**config.mk**
```make
export PLATFORM = sky130hd
export DESIGN_NAME = rob_multi
export DESIGN_NICKNAME = d
export VERILOG_FILES = /design/src/rtl/rob_multi.sv
export SDC_FILE = /design/constraint.sdc
export NUM_CORES = 2
export LEC_CHECK = 0
export BUFFER_PORTS_ARGS = -buffer_cell sky130_fd_sc_hd__buf_2
export CAP_MARGIN = 10
export CORE_MARGIN = 2
export CORE_UTILIZATION = 40
export DETAILED_ROUTE_END_ITERATION = 16
export SETUP_SLACK_MARGIN = 0.5
export SYNTH_ARGS = -nofsm -noshare
export SYNTH_HDL_FRONTEND = slang
export SYNTH_SLANG_ARGS = --single-unit
```
**constraint.sdc**
```tcl
create_clock -name clk -period 20.6 [get_ports clk]
set_input_delay 4.12 -clock clk [delete_from_list [all_inputs] [get_ports clk]]
set_output_delay 4.12 -clock clk [all_outputs]
set_load 0.02 [all_outputs]
```
**src/rtl/rob_multi.sv**
```systemverilog
// Reorder buffer: in-order allocate, out-of-order ALU/LSB writeback, up to two in-order commits per cycle.
// Optional ROB_BYPASS_EN: operand lookups also see same-cycle writebacks.
module rob_multi #(
  parameter int DEPTH  = 16,
  parameter int IDX_W  = 4,
  parameter int DATA_W = 32,
  parameter int REG_W  = 5,
  parameter int LSB_W  = 4
) (
  input  logic              clk,
  input  logic              reset,
  input  logic              clear,
  output logic              rob_full,
  output logic [IDX_W:0]    rob_count,
  output logic [IDX_W-1:0]  alloc_pos,
  input  logic              push,
  input  logic [1:0]        push_kind,
  input  logic [REG_W-1:0]  push_rd,
  input  logic [DATA_W-1:0] push_pc,
  input  logic [LSB_W-1:0]  push_lsbpos,
  input  logic              alu_flag,
  input  logic [IDX_W-1:0]  alu_robpos,
  input  logic [DATA_W-1:0] alu_val,
  input  logic              alu_isjump,
  input  logic [DATA_W-1:0] alu_jumpto,
  input  logic              lsb_in_flag,
  input  logic [IDX_W-1:0]  lsb_robpos,
  input  logic [DATA_W-1:0] lsb_val,
  input  logic              rs1_flag,
  input  logic [IDX_W-1:0]  rs1_robpos,
  output logic              rs1_ok,
  output logic [DATA_W-1:0] rs1_val,
  input  logic              rs2_flag,
  input  logic [IDX_W-1:0]  rs2_robpos,
  output logic              rs2_ok,
  output logic [DATA_W-1:0] rs2_val,
  output logic              unlock0,
  output logic [REG_W-1:0]  unlock_rd0,
  output logic [IDX_W-1:0]  unlock_robpos0,
  output logic [DATA_W-1:0] unlock_val0,
  output logic              unlock1,
  output logic [REG_W-1:0]  unlock_rd1,
  output logic [IDX_W-1:0]  unlock_robpos1,
  output logic [DATA_W-1:0] unlock_val1,
  output logic              rob_store_flag,
  output logic [LSB_W-1:0]  rob_store_lsbpos,
  output logic              jump,
  output logic [DATA_W-1:0] pc_jumpto,
  output logic              rob_clear
);

  typedef enum logic [1:0] {
    K_REG    = 2'd0,
    K_STORE  = 2'd1,
    K_BRANCH = 2'd2,
    K_JUMP   = 2'd3
  } kind_e;

  typedef struct packed {
    kind_e             kind;
    logic [REG_W-1:0]  rd;
    logic [DATA_W-1:0] pc;
    logic [LSB_W-1:0]  lsbpos;
    logic [DATA_W-1:0] val;
    logic              isjump;
    logic [DATA_W-1:0] jumpto;
  } entry_t;

  entry_t            ent_q [DEPTH];
  logic [DEPTH-1:0]  valid_q, done_q;
  logic [IDX_W-1:0]  head_q, tail_q, head1;
  logic [IDX_W:0]    count_q;

  entry_t e0, e1;
  logic   s0, s1, redirect, flush, push_ok;
  logic   fire0, fire1, st0, st1;

  assign rob_full  = (count_q == (IDX_W+1)'(DEPTH));
  assign rob_count = count_q;
  assign alloc_pos = tail_q;

  assign head1 = head_q + IDX_W'(1);
  assign e0    = ent_q[head_q];
  assign e1    = ent_q[head1];

  // Slot 1 may not retire behind a taken redirect, nor as a second store (one release port).
  assign s0       = (count_q != '0) && done_q[head_q];
  assign redirect = s0 && (e0.kind == K_BRANCH || e0.kind == K_JUMP) && e0.isjump;
  assign s1       = s0 && (count_q >= (IDX_W+1)'(2)) && done_q[head1] && !redirect
                    && !(e0.kind == K_STORE && e1.kind == K_STORE);
  assign flush    = clear || redirect;
  assign push_ok  = push && !rob_full && !flush;

  assign fire0 = s0 && (e0.kind == K_REG || e0.kind == K_JUMP);
  assign fire1 = s1 && (e1.kind == K_REG || e1.kind == K_JUMP);
  assign st0   = s0 && (e0.kind == K_STORE);
  assign st1   = s1 && (e1.kind == K_STORE);

  function automatic logic [DATA_W:0] lookup(input logic flag, input logic [IDX_W-1:0] pos);
    logic              ok;
    logic [DATA_W-1:0] v;
    ok = flag && valid_q[pos] && done_q[pos];
    v  = ent_q[pos].val;
`ifdef ROB_BYPASS_EN
    if (flag && valid_q[pos] && lsb_in_flag && lsb_robpos == pos) begin
      ok = 1'b1;
      v  = lsb_val;
    end
    if (flag && valid_q[pos] && alu_flag && alu_robpos == pos) begin
      ok = 1'b1;
      v  = alu_val;
    end
`endif
    if (!ok) v = '0;
    return {ok, v};
  endfunction

  assign {rs1_ok, rs1_val} = lookup(rs1_flag, rs1_robpos);
  assign {rs2_ok, rs2_val} = lookup(rs2_flag, rs2_robpos);

  // Pointer, occupancy and per-entry status bits.
  always_ff @(posedge clk or negedge reset) begin
    if (!reset) begin
      head_q  <= '0;
      tail_q  <= '0;
      count_q <= '0;
      valid_q <= '0;
      done_q  <= '0;
    end else if (flush) begin
      head_q  <= '0;
      tail_q  <= '0;
      count_q <= '0;
      valid_q <= '0;
      done_q  <= '0;
    end else begin
      // NOTE: later non-blocking writes to the same bit win, so commit clears override writeback sets.
      if (alu_flag && valid_q[alu_robpos])    done_q[alu_robpos] <= 1'b1;
      if (lsb_in_flag && valid_q[lsb_robpos]) done_q[lsb_robpos] <= 1'b1;
      if (s0) begin
        valid_q[head_q] <= 1'b0;
        done_q[head_q]  <= 1'b0;
      end
      if (s1) begin
        valid_q[head1] <= 1'b0;
        done_q[head1]  <= 1'b0;
      end
      if (push_ok) begin
        valid_q[tail_q] <= 1'b1;
        done_q[tail_q]  <= (push_kind == K_STORE);
        tail_q          <= tail_q + IDX_W'(1);
      end
      head_q  <= head_q + IDX_W'(s0) + IDX_W'(s1);
      count_q <= count_q - (IDX_W+1)'(s0) - (IDX_W+1)'(s1) + (IDX_W+1)'(push_ok);
    end
  end

  // NOTE: the payload array is deliberately not reset; valid_q gates every observable read.
  always_ff @(posedge clk) begin
    if (push_ok)
      ent_q[tail_q] <= '{kind: kind_e'(push_kind), rd: push_rd, pc: push_pc,
                         lsbpos: push_lsbpos, val: '0, isjump: 1'b0, jumpto: '0};
    if (lsb_in_flag && valid_q[lsb_robpos])
      ent_q[lsb_robpos].val <= lsb_val;
    if (alu_flag && valid_q[alu_robpos]) begin
      ent_q[alu_robpos].val    <= alu_val;
      ent_q[alu_robpos].isjump <= alu_isjump;
      ent_q[alu_robpos].jumpto <= alu_jumpto;
    end
  end

  // Commit-side pulses; an external clear suppresses everything retiring on that edge.
  always_ff @(posedge clk or negedge reset) begin
    if (!reset) begin
      unlock0          <= 1'b0;
      unlock_rd0       <= '0;
      unlock_robpos0   <= '0;
      unlock_val0      <= '0;
      unlock1          <= 1'b0;
      unlock_rd1       <= '0;
      unlock_robpos1   <= '0;
      unlock_val1      <= '0;
      rob_store_flag   <= 1'b0;
      rob_store_lsbpos <= '0;
      jump             <= 1'b0;
      pc_jumpto        <= '0;
      rob_clear        <= 1'b0;
    end else begin
      unlock0          <= !clear && fire0;
      unlock_rd0       <= (!clear && fire0) ? e0.rd  : '0;
      unlock_robpos0   <= (!clear && fire0) ? head_q : '0;
      unlock_val0      <= (!clear && fire0) ? e0.val : '0;
      unlock1          <= !clear && fire1;
      unlock_rd1       <= (!clear && fire1) ? e1.rd  : '0;
      unlock_robpos1   <= (!clear && fire1) ? head1  : '0;
      unlock_val1      <= (!clear && fire1) ? e1.val : '0;
      rob_store_flag   <= !clear && (st0 || st1);
      rob_store_lsbpos <= clear ? '0 : st0 ? e0.lsbpos : st1 ? e1.lsbpos : '0;
      jump             <= !clear && redirect;
      pc_jumpto        <= (!clear && redirect) ? e0.jumpto : '0;
      rob_clear        <= !clear && redirect;
    end
  end

endmodule

```
==> flow_summary_export.csv <==
group,metric,value,unit
final_layout,drive_gt1_share,31.5,%
die,start_util,40.2,%
worst_setup_path,worstPathCellList,"buf_8 > buf_4 > buf_4 > mux4_2 > mux4_2 > nor2b_1 > buf_2",
yosys,syn_inst,5365,
timing,finalCritPeriodShare,58.6,%
worst_setup_path,ff2ff_setup_slack,13.80,ns
route,ant_nets,0,
global_routing,overflow,0,
final_layout,multiInputGateArea,34300,um2
yosys,syn_area_per_cell,14.4,um2
yosys,async_flop_share,12.1,%
min_path,hp-class,"reg2reg",
timing,clock_skew,0.0434,ns
die,die_height,443,um
worst_setup_path,critPathCaptureType,"output pin",
final_layout,seqCellArea,40700,um2
worst_setup_path,critPathMaxStageDelay,0.79,ns
min_path,min_to,"valid_q[2]",
cts,clockBufferDepth,3,
timing,setup_viol,0,
timing,drv_slew,0,
yosys,syn-cell-area,77200,um2
yosys,ys_seq_elements,1383,
route,dr.pass1.iters,6,
final_layout,final_cell_mix,"1216 x edfxtp_1, 925 x mux4_2, 806 x nand2_1",
yosys,synth_edf_count,1216,
yosys,ys_seq_area_share,52.7,%
worst_setup_path,crit_family,"buffers and inverters",
yosys,ys_dominant_reg_cell,"edfxtp_1",
route,remaining_drc_errors,0,
yosys,syn_nets,5556,
final_layout,n_fill_cell,16822,
die,num_rows,161,
final_layout,area_growth,12.1,%
worst_setup_path,crit_type,"in2out",
timing,fmax,0.0828,GHz
cts,htree_levels,4,
pwr,power_frac_comb,13.6,%
route,routed_via_density,6.55,
cts,insertion_delay,0.84,ns
placed_design,hpwlAfterDp,153,mm
pwr,sequentialPowerShare,44.1,%
route,drt-initial-drc-count,8210,
worst_setup_path,rr_startpoint,"head_q[1]",
cts,hold_buffers,0,
timing,final.setup.tns,0,ns
die,die_area,197000,um2
pwr,clockPowerShare,42.2,%
timing,finalHoldViolCount,0,
yosys,ys_types,74,
placed_design,place.gp.congestion,0.894,
run_status,outcome,"finished clean",
pwr,peakVddDrop,0.0745,mV
worst_setup_path,path_buf_inv,4,
yosys,synth_xor_area_share,0.123,%
worst_setup_path,critPathArrivalTime,7.95,ns
cts,cts_buffers,158,
yosys,synth_adder_area_share,0.467,%
timing,rsz0062_at_grt,"no",
die,design.core.area,192000,um2
pwr,swShare,25.4,%
yosys,synthSimpleGateAreaFrac,11.1,%
yosys,synth_top_family_by_area,"multiplexers",
worst_setup_path,reg2reg_depth,16,
min_path,hold-path-cell-count,1,
pwr,p_sw,1790,uW
cts,cts_resized,0,
cts,post_cts_buffers,0,
timing,worstMarginPinSlew,1.17,ns
route,vias,52667,
cts,cts_tree,"yes",
timing,whs,0.612,ns
worst_setup_path,cp_max_fo,61,
yosys,synth-warning-count,0,
worst_setup_path,crit_slowest_cell,"buf_4",
worst_setup_path,crit_required,16.48,ns
timing,fin_crit,12.07,ns
global_routing,grt_start_max_net_pins,144,
final_layout,mostFrequentLayoutCell,"edfxtp_1",
placed_design,numPortBuffers,330,
cts,cts_num_sinks,1383,
yosys,synth_mux_area_share,27.3,%
cts,clk_pin_slew_worst_paths,0.06,ns
route,wl_per_cell,35.3,um
global_routing,grt_pass1_wl,399,mm
global_routing,antenna_found_initial,62,
die,io_pins,363,
global_routing,grt_pass1_vias,52323,
worst_setup_path,start_kind,"input port",
min_path,hold_start,"valid_q[2]",
yosys,synth_compound_area_share,4.90,%
cts,cts_root_buf,"clkbuf_16",
timing,slew_headroom,22.0,%
die,die_w,443,um
pwr,powerDensity,81.2,nW/um2
final_layout,nets,5549,
worst_setup_path,rr_endpoint,"rob_count[3]",
flow_run,maxCapViolations,0,
route,drt_wl_total,284,mm
pwr,internal_power,5240,uW
global_routing,grt.total_usage,28.7,%
pwr,p_leak,0.0299,uW
cell type report:
class                   count  share of cell area [%]
clock inverters            85                    1.25
clock buffers             207                    5.01
flip-flops and latches   1383                    47.0
multi-input cells        3310                    39.7
well taps                2526                    3.65
diodes                     29                  0.0838
inverters                  50                   0.225
repair buffers            455                    3.09
flip-flops by register name, summed over array words and instances, names as in the netlist, 4 cells and up:
register,cells
ent_q,1216
pc_jumpto,32
unlock_val0,32
unlock_val1,32
done_q,16
valid_q,16
rob_count,5
unlock_rd0,5
unlock_rd1,5
alloc_pos,4
head_q,4
rob_store_lsbpos,4
unlock_robpos0,4
unlock_robpos1,4
worst register-to-register path, cell delays in order, from the launching register on:
cell       delay, ns
dfrtp_4         1.04
inv_1           0.43
ha_4            0.78
mux4_2          0.60
mux4_2          0.48
ha_1            0.21
a32oi_1         0.25
o31ai_1         0.17
a2111oi_4       0.65
and3_2          0.41
inv_1           0.08
fa_1            0.47
ha_1            0.22
ha_1            0.23
fa_1            0.41
xor2_1          0.17
nor2_1          0.06
power by group through the flow:
stage	Combinational (uW)	Clock, uW	Sequential, uW
floorplan	672	0	3150
global placement	953	0	3160
detailed placement	958	0	3160
CTS	960	2990	3100
global route	1010	3100	3110
finish	958	2970	3100
synth_stat cells (4+ instances only):
cell type | n | area, um2
buf_4 | 4 | 30.0
o21ai_0 | 211 | 1060
a221oi_1 | 4 | 35.0
nor2_1 | 46 | 173
buf_6 | 6 | 67.6
o22ai_1 | 6 | 37.5
o31ai_1 | 6 | 45.0
and2_1 | 538 | 3370
nor2b_2 | 6 | 52.6
a21o_1 | 4 | 30.0
o211ai_1 | 14 | 105
nor2b_1 | 109 | 682
nand4_1 | 13 | 81.3
mux4_2 | 925 | 20800
ha_1 | 24 | 300
a221o_1 | 6 | 60.1
and3_1 | 75 | 469
edfxtp_1 | 1216 | 36500
a21oi_1 | 199 | 996
a22o_1 | 130 | 1140
buf_1 | 117 | 439
dfrtp_1 | 167 | 4180
clkbuf_1 | 485 | 1820
nor3_1 | 15 | 75.1
nand2_1 | 820 | 3080
or3_1 | 13 | 81.3
xnor2_1 | 6 | 52.6
mux2_2 | 7 | 78.8
nor3b_1 | 7 | 52.6
nand3_1 | 31 | 155
nand2b_1 | 7 | 43.8
mux2i_1 | 19 | 190
or2_2 | 10 | 62.6
buf_2 | 10 | 50.1
inv_1 | 50 | 188
metal layers:
layer  track usage [%]  up-vias  share of wire, %
li1                  -    20727                 -
met1              36.5    26917                35
met2              44.6     4045                47
met3              7.58      950                12
met4              16.1       28               6.2
met5                 0        -             0.060
cell families after synthesis:
group	after synthesis
compound gates	608
fa+ha+maj	27
xor+xnor	10
buf+inv	672
mux	952
simple gates	1713
flops	1383
metrics by stage:
step / worst slack [ns] / cell area (um2) / power [uW] / util, % / cells
final: 8.53 / 86600 / 7030 / 45.1 / 8045
after global routing: 8.27 / 86600 / 7220 / 45.0 / 8036
after CTS: 8.51 / 86500 / 7060 / 45.0 / 8016
after detailed placement: 8.52 / 81100 / 4120 / 42.2 / 7724
after global placement: 8.55 / 81100 / 4110 / 42.2 / 7724
after floorplan: 9.95 / 77200 / 3830 / - / 5365
how the worst max path moves through the flow:
stage | from | end | slack, ns | cells past startpoint
finish | rs1_robpos[0] | rs1_val[4] | 8.53 | 7
global route | rs1_robpos[0] | rs1_val[4] | 8.27 | 7
CTS | rs1_robpos[0] | rs1_val[4] | 8.51 | 7
detailed placement | rs1_robpos[0] | rs1_val[4] | 8.52 | 7
global placement | rs1_robpos[0] | rs1_val[4] | 8.55 | 7
floorplan | rs1_robpos[0] | rs1_val[0] | 9.95 | 6
Note: power is estimated with default switching activity, not from simulation.
